--- src/rtl/alu_sequencer_if.sv ---
// Command/response handshake bundle between a requester and the ALU sequencer.
// The slave modport is the sequencer side; the master modport is the requester side.
interface alu_sequencer_if;
    logic        cmd_valid;
    logic        cmd_ready;
    logic [4:0]  cmd_op;
    logic [7:0]  cmd_a;
    logic [7:0]  cmd_b;
    logic        rsp_valid;
    logic        rsp_ready;
    logic [15:0] rsp_res;
    logic [7:0]  rsp_flag;
    logic        rsp_err;

    modport slave (
        input  cmd_valid, cmd_op, cmd_a, cmd_b, rsp_ready,
        output cmd_ready, rsp_valid, rsp_res, rsp_flag, rsp_err
    );

    modport master (
        output cmd_valid, cmd_op, cmd_a, cmd_b, rsp_ready,
        input  cmd_ready, rsp_valid, rsp_res, rsp_flag, rsp_err
    );
endinterface

--- src/rtl/alu_sequencer.sv ---
// Command front-end for an external 8-bit combinational ALU: single ops in one
// execute cycle, 8x8->16 unsigned multiply as eight shift-add passes through the ALU adder.
module alu_sequencer #(
    parameter logic [3:0] SEL_ADD = 4'b0000,
    parameter logic [4:0] OP_MUL  = 5'b10000
) (
    input  logic             clk,
    input  logic             rst,
    alu_sequencer_if.slave   bus,
    output logic [7:0]       alu_a,
    output logic [7:0]       alu_b,
    output logic [3:0]       alu_sel,
    input  logic [7:0]       alu_z,
    input  logic [7:0]       alu_flag,
    output logic             busy
);

    typedef enum logic [1:0] {IDLE, EXEC, MUL, RESP} state_t;

    state_t      state_reg, state_next;
    logic [3:0]  sel_reg;
    logic [7:0]  a_reg;      // operand A, also the multiplicand
    logic [7:0]  b_reg;      // operand B, also the shifting multiplier / product low byte
    logic [7:0]  hi_reg;
    logic [2:0]  count_reg;
    logic [15:0] res_reg;
    logic [7:0]  flag_reg;
    logic        err_reg;

    logic        accept;
    logic [8:0]  mul_sum;
    logic [15:0] mul_prod;

    assign accept   = bus.cmd_valid && (state_reg == IDLE);
    assign mul_sum  = {alu_flag[0], alu_z};
    // Product as it stands after this pass: carry+sum shift into hi, sum LSB into lo
    assign mul_prod = {mul_sum[8:1], mul_sum[0], b_reg[7:1]};

    assign bus.cmd_ready = (state_reg == IDLE);
    assign bus.rsp_valid = (state_reg == RESP);
    assign bus.rsp_res   = res_reg;
    assign bus.rsp_flag  = flag_reg;
    assign bus.rsp_err   = err_reg;
    assign busy          = (state_reg != IDLE);

    always_ff @(posedge clk or posedge rst) begin
        if (rst) begin
            state_reg <= IDLE;
        end else begin
            state_reg <= state_next;
        end
    end

    always_comb begin
        state_next = state_reg;
        case (state_reg)
            IDLE: begin
                if (accept) begin
                    if (!bus.cmd_op[4])          state_next = EXEC;
                    else if (bus.cmd_op == OP_MUL) state_next = MUL;
                    else                          state_next = RESP;
                end
            end
            EXEC: state_next = RESP;
            MUL:  if (count_reg == 3'd7) state_next = RESP;
            RESP: if (bus.rsp_ready) state_next = IDLE;
            default: state_next = IDLE;
        endcase
    end

    // ALU is only driven while a command is actually using it
    always_comb begin
        alu_a   = 8'h00;
        alu_b   = 8'h00;
        alu_sel = 4'h0;
        case (state_reg)
            EXEC: begin
                alu_a   = a_reg;
                alu_b   = b_reg;
                alu_sel = sel_reg;
            end
            MUL: begin
                alu_a   = hi_reg;
                alu_b   = b_reg[0] ? a_reg : 8'h00;
                alu_sel = SEL_ADD;
            end
            default: ;
        endcase
    end

    always_ff @(posedge clk or posedge rst) begin
        if (rst) begin
            sel_reg   <= 4'h0;
            a_reg     <= 8'h00;
            b_reg     <= 8'h00;
            hi_reg    <= 8'h00;
            count_reg <= 3'd0;
            res_reg   <= 16'h0000;
            flag_reg  <= 8'h00;
            err_reg   <= 1'b0;
        end else begin
            case (state_reg)
                IDLE: begin
                    if (accept) begin
                        sel_reg   <= bus.cmd_op[3:0];
                        a_reg     <= bus.cmd_a;
                        b_reg     <= bus.cmd_b;
                        hi_reg    <= 8'h00;
                        count_reg <= 3'd0;
                        res_reg   <= 16'h0000;
                        flag_reg  <= 8'h00;
                        err_reg   <= bus.cmd_op[4] && (bus.cmd_op != OP_MUL);
                    end
                end
                EXEC: begin
                    res_reg  <= {8'h00, alu_z};
                    flag_reg <= alu_flag;
                end
                MUL: begin
                    hi_reg    <= mul_prod[15:8];
                    b_reg     <= mul_prod[7:0];
                    count_reg <= count_reg + 3'd1;
                    if (count_reg == 3'd7) begin
                        res_reg  <= mul_prod;
                        flag_reg <= {6'b000000, (mul_prod == 16'h0000), (mul_prod[15:8] != 8'h00)};
                    end
                end
                default: ;
            endcase
        end
    end

endmodule
--- src/flat_wrapper.sv ---
// flat-port wrapper written by rule: the top's interface ports become plain ports
module alu_sequencer_flat 
#(
    parameter logic [3:0] SEL_ADD = 4'b0000,
    parameter logic [4:0] OP_MUL  = 5'b10000
)
  (clk, rst, alu_a, alu_b, alu_sel, alu_z, alu_flag, busy, bus_cmd_valid, bus_cmd_op, bus_cmd_a, bus_cmd_b, bus_rsp_ready, bus_cmd_ready, bus_rsp_valid, bus_rsp_res, bus_rsp_flag, bus_rsp_err);
  alu_sequencer_if bus_i ();
  input  logic clk;
  input  logic rst;
  output logic [7:0] alu_a;
  output logic [7:0] alu_b;
  output logic [3:0] alu_sel;
  input  logic [7:0] alu_z;
  input  logic [7:0] alu_flag;
  output logic busy;
  input wire logic [$bits(bus_i.cmd_valid)-1:0] bus_cmd_valid;
  input wire logic [$bits(bus_i.cmd_op)-1:0] bus_cmd_op;
  input wire logic [$bits(bus_i.cmd_a)-1:0] bus_cmd_a;
  input wire logic [$bits(bus_i.cmd_b)-1:0] bus_cmd_b;
  input wire logic [$bits(bus_i.rsp_ready)-1:0] bus_rsp_ready;
  output wire logic [$bits(bus_i.cmd_ready)-1:0] bus_cmd_ready;
  output wire logic [$bits(bus_i.rsp_valid)-1:0] bus_rsp_valid;
  output wire logic [$bits(bus_i.rsp_res)-1:0] bus_rsp_res;
  output wire logic [$bits(bus_i.rsp_flag)-1:0] bus_rsp_flag;
  output wire logic [$bits(bus_i.rsp_err)-1:0] bus_rsp_err;
  assign bus_i.cmd_valid = bus_cmd_valid;
  assign bus_i.cmd_op = bus_cmd_op;
  assign bus_i.cmd_a = bus_cmd_a;
  assign bus_i.cmd_b = bus_cmd_b;
  assign bus_i.rsp_ready = bus_rsp_ready;
  assign bus_cmd_ready = bus_i.cmd_ready;
  assign bus_rsp_valid = bus_i.rsp_valid;
  assign bus_rsp_res = bus_i.rsp_res;
  assign bus_rsp_flag = bus_i.rsp_flag;
  assign bus_rsp_err = bus_i.rsp_err;
  alu_sequencer #(.SEL_ADD(SEL_ADD), .OP_MUL(OP_MUL)) u_core (.clk(clk), .rst(rst), .bus(bus_i), .alu_a(alu_a), .alu_b(alu_b), .alu_sel(alu_sel), .alu_z(alu_z), .alu_flag(alu_flag), .busy(busy));
endmodule
--- config.mk ---
export PLATFORM = sky130hd
export DESIGN_NAME = alu_sequencer_flat
export DESIGN_NICKNAME = d
export VERILOG_FILES = /design/src/rtl/alu_sequencer_if.sv /design/src/rtl/alu_sequencer.sv /design/src/flat_wrapper.sv
export SDC_FILE = /design/constraint.sdc
export NUM_CORES = 1
export LEC_CHECK = 0
export ABC_AREA = 1
export CORE_AREA = 5 5 114 116
export DETAILED_ROUTE_END_ITERATION = 12
export DIE_AREA = 0 0 119 121
export SYNTH_ARGS = -nofsm -noshare
export SYNTH_HDL_FRONTEND = slang
export SYNTH_SLANG_ARGS = --single-unit
--- constraint.sdc ---
create_clock -name clk -period 2.4 [get_ports clk]
set_input_delay 0.48 -clock clk [delete_from_list [all_inputs] [get_ports clk]]
set_output_delay 0.48 -clock clk [all_outputs]
set_load 0.02 [all_outputs]
* Word-level counts from Yosys, hierarchy flattened
Index checks and enable logic that the tools add are counted.
** Word-level totals
- Flip-flop bits (word level) :: 58
- Output and inout port bits :: 48
** Operators by class
- Reductions and logical operators :: 12
- Add/sub/neg operators :: 1
- Equality and inequality tests :: 9
- Muxes and demuxes :: 21
** Operators with widths (number)
- 8-bit one-hot mux with 2 select lines :: 4
- 16-bit one-hot mux with 3 select lines :: 1
- 16-bit two-way mux :: 2
- 8-bit two-way mux :: 4
- 8-bit one-hot mux with 3 select lines :: 1
- 16-bit logical NOT :: 1
- 2-bit two-way mux :: 4
- 2-bit one-hot mux with 4 select lines :: 1
- 8-bit nonzero test :: 1
- 3-bit one-hot mux with 2 select lines :: 1
- 3-bit AND reduction :: 2
- 5-bit == test, second input constant :: 1
- 5-bit != test, second input constant :: 1
- 2-bit == test, second input constant :: 2
- 4-bit two-way mux :: 1
- 2-bit by 1-bit != test with 1-bit output, second input constant :: 2
- 2-bit AND reduction :: 2
- 2-bit nonzero test :: 2
- 3-bit by 1-bit adder with 3-bit output, second input constant :: 1
- 3-bit == test, second input constant :: 1
- 3-bit two-way mux :: 1
- 3-bit nonzero test :: 1
- 2-bit by 1-bit == test with 1-bit output, second input constant :: 1
- 1-bit logical AND :: 2
- other kinds (3) :: 3

* Depth between registers and ports, before layout
- Word-level depth :: 5
- Gate-level depth with buffers :: 10
- Depth with buffers taken out :: 10

* Least setup slack after synthesis
OpenSTA, ideal clock, no wires.
- Path kind :: reg2out
- Start point :: register u_core.state_reg[1]
- End point :: output alu_b[0]
- Stages on the path, launching flop included :: 7
- Data required time :: 1.920 ns
- Arrival :: 1.523 ns
- Buffers on the path :: 2
- Setup slack :: 0.397 ns
- Cell sequence :: dfrtp_1 -> inv_1 -> ha_1 -> buf_2 -> buf_2 -> a21oi_1 -> nor3b_1
** On the way
- Word-level cells in the longest chain between the ends :: 2
- Elaborated cells between the ends (all ways) :: 3
** Ends and longest elaborated chain
- start, declared :: RTL line alu_sequencer.sv:20 : state_t state_reg, state_next;
- start signal, assigned :: RTL line alu_sequencer.sv:50 : state_reg <= state_next;
- 2-bit == test or 2-bit by 1-bit == test with 1-bit output (tied branches) :: RTL line alu_sequencer.sv:76 : case (state_reg)
- 8-bit one-hot mux with 2 select lines (*) :: RTL line alu_sequencer.sv:76
- end, declared :: RTL line flat_wrapper.sv:12 : output logic [7:0] alu_b;
Mark *: on every way between the ends. The rest lies on a longest branch, timed or not.

* Worst setup path after layout
Ends and elaborated chain as after synthesis.

==> run metrics <==
status finished clean; Die Wd 119 um; DP Wirelength 6.72 mm; crit-path max FO 26; reg-to-reg startpoint u_core.state_reg[0]$_DFFE_PP0P_; clk root buf clkbuf_16; Vias/cell 4.48; Hold Startpoint u_core.bus.rsp_res[0]$_DFFE_PP0P_; most frequent cells in the layout nand2_1 (171), clkdlybuf4s50_1 (68), dfrtp_1 (58); die area 14400 sq um; Slew headroom 0.668; post-route cell area 4170 sq um; io pins 89; Final Cycle Share 0.963; average cell area after synthesis ~8 sq um; first-pass GRT wire length about 14 mm; initial antenna violation count 0; Final nets 508; Worst R2R Setup Slack 0.46 ns; P per Cell Area 1440 nW/um^2; DP Area 3940 sq um; RePlAce Congestion 0.807; Hold Vio Cnt, Final 0; RSZ-0062 raised after global routing no; Post-Syn Area between 2000 and 3000 sq um; crit start category flop; max-slew violations 0; ANT cells 0; Worst R2R End u_core.hi_reg[6]$_DFFE_PP0P_; final setup fails 0; Post-Synthesis Cells 368; crit path from u_core.state_reg[1]$_DFFE_PP0P_; wire per inst 14.6 um; hold slack final ~0.48 ns; H-tree levels 3; vias in the first global route 2762; DR DRC count 0; crit path capture alu_b[0]; FMAX 433 MHz; CP Class reg -> out; commonest non-fill, non-tap cell in the layout nand2_1; GRT Util Overall 0.126; setup bufs post-CTS 0; Core Area roughly 12000 sq um; HP Class reg -> reg; clk_lat worst skew 0.32 ns; WL final 8.90 mm; IR drop worst, VDD 0.448 mV; Reg2Reg Depth 8; Placement Rows 40; Clock transition at path regs 0.05 ns; TNS Setup 0 ns; worst slew pin tran 0.496 ns; Critical Path, Cell by Cell inv_1 -> ha_1 -> buf_12 -> a21oi_1 -> nor3b_2 -> clkdlybuf4s15_2; via count 2739; number of port buffers 88; Initial Util 0.244; Cells after DPL slightly below 600; critical path data arrival time 1.83 ns; P_leak roughly 0.0020 uW; fin crit period 2.31 ns; router iterations before antenna repair 4; CTS tree built; clk_skew 0.00550 ns; maxcap violations 0; critical path data required time 1.92 ns; Die Ht 121 um; clock sink count 58; Cell variety after synth 27; CTS Buf Count 9; Seq/Total Area, Yosys 0.505; antenna viol nets, final 0; largest net degree at the start of global routing between 50 and 60; delay of the slowest critical-path stage 0.42 ns; share of layout cells above drive strength 1 0.116; Remaining Overflow, GRT 0; CP bufs+invs 3; CP top delay family buffers and inverters; WP depth 6; Clock Tree Buf Depth 2; Synthesized Nets 416; DRT iter0 DRCs 193; fin cells 611; Yosys warnings 0; slowest library cell on the worst path dfrtp_1; P&R area growth vs syn 45.1%; crit end category output pin; Largest register FFs 16; flops & latches, synth 58
cell usage after synthesis:
| library cell | count | area (sq um) |
|---|---|---|
| ha_1 | 7 | 87.6 |
| nor2_8 | 1 | 20.0 |
| nand2_4 | 1 | 11.3 |
| dfrtp_1 | 58 | 1450 |
| inv_4 | 1 | 6.26 |
| o211ai_1 | 1 | 7.51 |
| o21ai_1 | 16 | 80.1 |
| inv_2 | 4 | 15.0 |
| nor3b_1 | 1 | 7.51 |
| nor3_1 | 1 | 5.00 |
| buf_2 | 6 | 30.0 |
| o21ai_0 | 7 | 35.0 |
| buf_4 | 2 | 15.0 |
| nand4_1 | 1 | 6.26 |
| nor2_1 | 16 | 60.1 |
| nand2_2 | 3 | 18.8 |
| nand3_1 | 17 | 85.1 |
| a31oi_1 | 8 | 50.1 |
| clkbuf_1 | 4 | 15.0 |
| inv_1 | 15 | 56.3 |
| clkinv_2 | 1 | 5.00 |
| clkinv_1 | 1 | 3.75 |
| o21ai_4 | 1 | 16.3 |
| a21oi_1 | 19 | 95.1 |
| or2_2 | 1 | 6.26 |
| buf_6 | 4 | 45.0 |
| nand2_1 | 171 | 642 |
power by group:
part / switching, uW / internal, uW / total [uW]
sequential: 318 / 1390 / 1710
combinational: 1880 / 1100 / 2980
clock: 419 / 880 / 1300
total: 2610 / 3380 / 5990
how the worst min path moves through the flow:
| stage | to | slack (ns) | cells past startpoint |
|---|---|---|---|
| 2_1_floorplan | u_core.count_reg[1]$_DFFE_PP0P_ | 0.45 | 2 |
| 3_3_place_gp | u_core.count_reg[1]$_DFFE_PP0P_ | 0.46 | 2 |
| 3_5_place_dp | u_core.bus.rsp_res[0]$_DFFE_PP0P_ | 0.47 | 2 |
| 4_1_cts | u_core.bus.rsp_res[0]$_DFFE_PP0P_ | 0.49 | 2 |
| 5_1_grt | u_core.bus.rsp_flag[4]$_DFFE_PP0P_ | 0.50 | 2 |
| 6_report | u_core.bus.rsp_res[0]$_DFFE_PP0P_ | 0.48 | 2 |
final cells by class:
type / instances / area (sq um)
repair buffers: 97 / 907
well taps: 147 / 184
flip-flops and latches: 58 / 1450
clock buffers: 13 / 270
clock inverters: 2 / 35.0
fillers: 1229 / 7640
multi-input cells: 272 / 1240
inverters: 22 / 86.3
routing by layer:
layer | GRT usage | routed length [um] | share of wire
met1 | 0.172 | 4330 | 0.49
met2 | 0.192 | 3990 | 0.45
met3 | 0.0350 | 442 | 0.050
met4 | 0.0420 | 128 | 0.014
met5 | 0 | 0 | 0
what timing repair did:
item,in CTS,in global routing
endpoints found under the setup margin,20,16
endpoints found under the hold margin,0,0
gates cloned,0,0
hold buffers,0,0
resized for setup,23,31
cells by family (layout without fill, tap and decap cells):
family	count (synthesis)	count (layout)	synth area share
compound gates	52	52	0.0987
fa+ha+maj	7	7	0.0304
buf+inv	38	134	0.0665
flops	58	58	0.505
simple gates	213	213	0.300
tightest hold or removal path, stage by stage, from the launching register on:
cell and delay [ns]:
dfrtp_1 0.34, nand2_1 0.05, nand2_1 0.05
metrics by stage:
step,setup WS (ns),utilization,total power [uW]
CTS,0.00216,0.358,6080
global placement,0.0768,0.334,4780
global route,0.00397,0.353,6450
floorplan,0.397,-,3630
detailed placement,0.0298,0.334,4850
finish,0.0886,0.353,5990
Note: power is estimated with default switching activity, not from simulation.
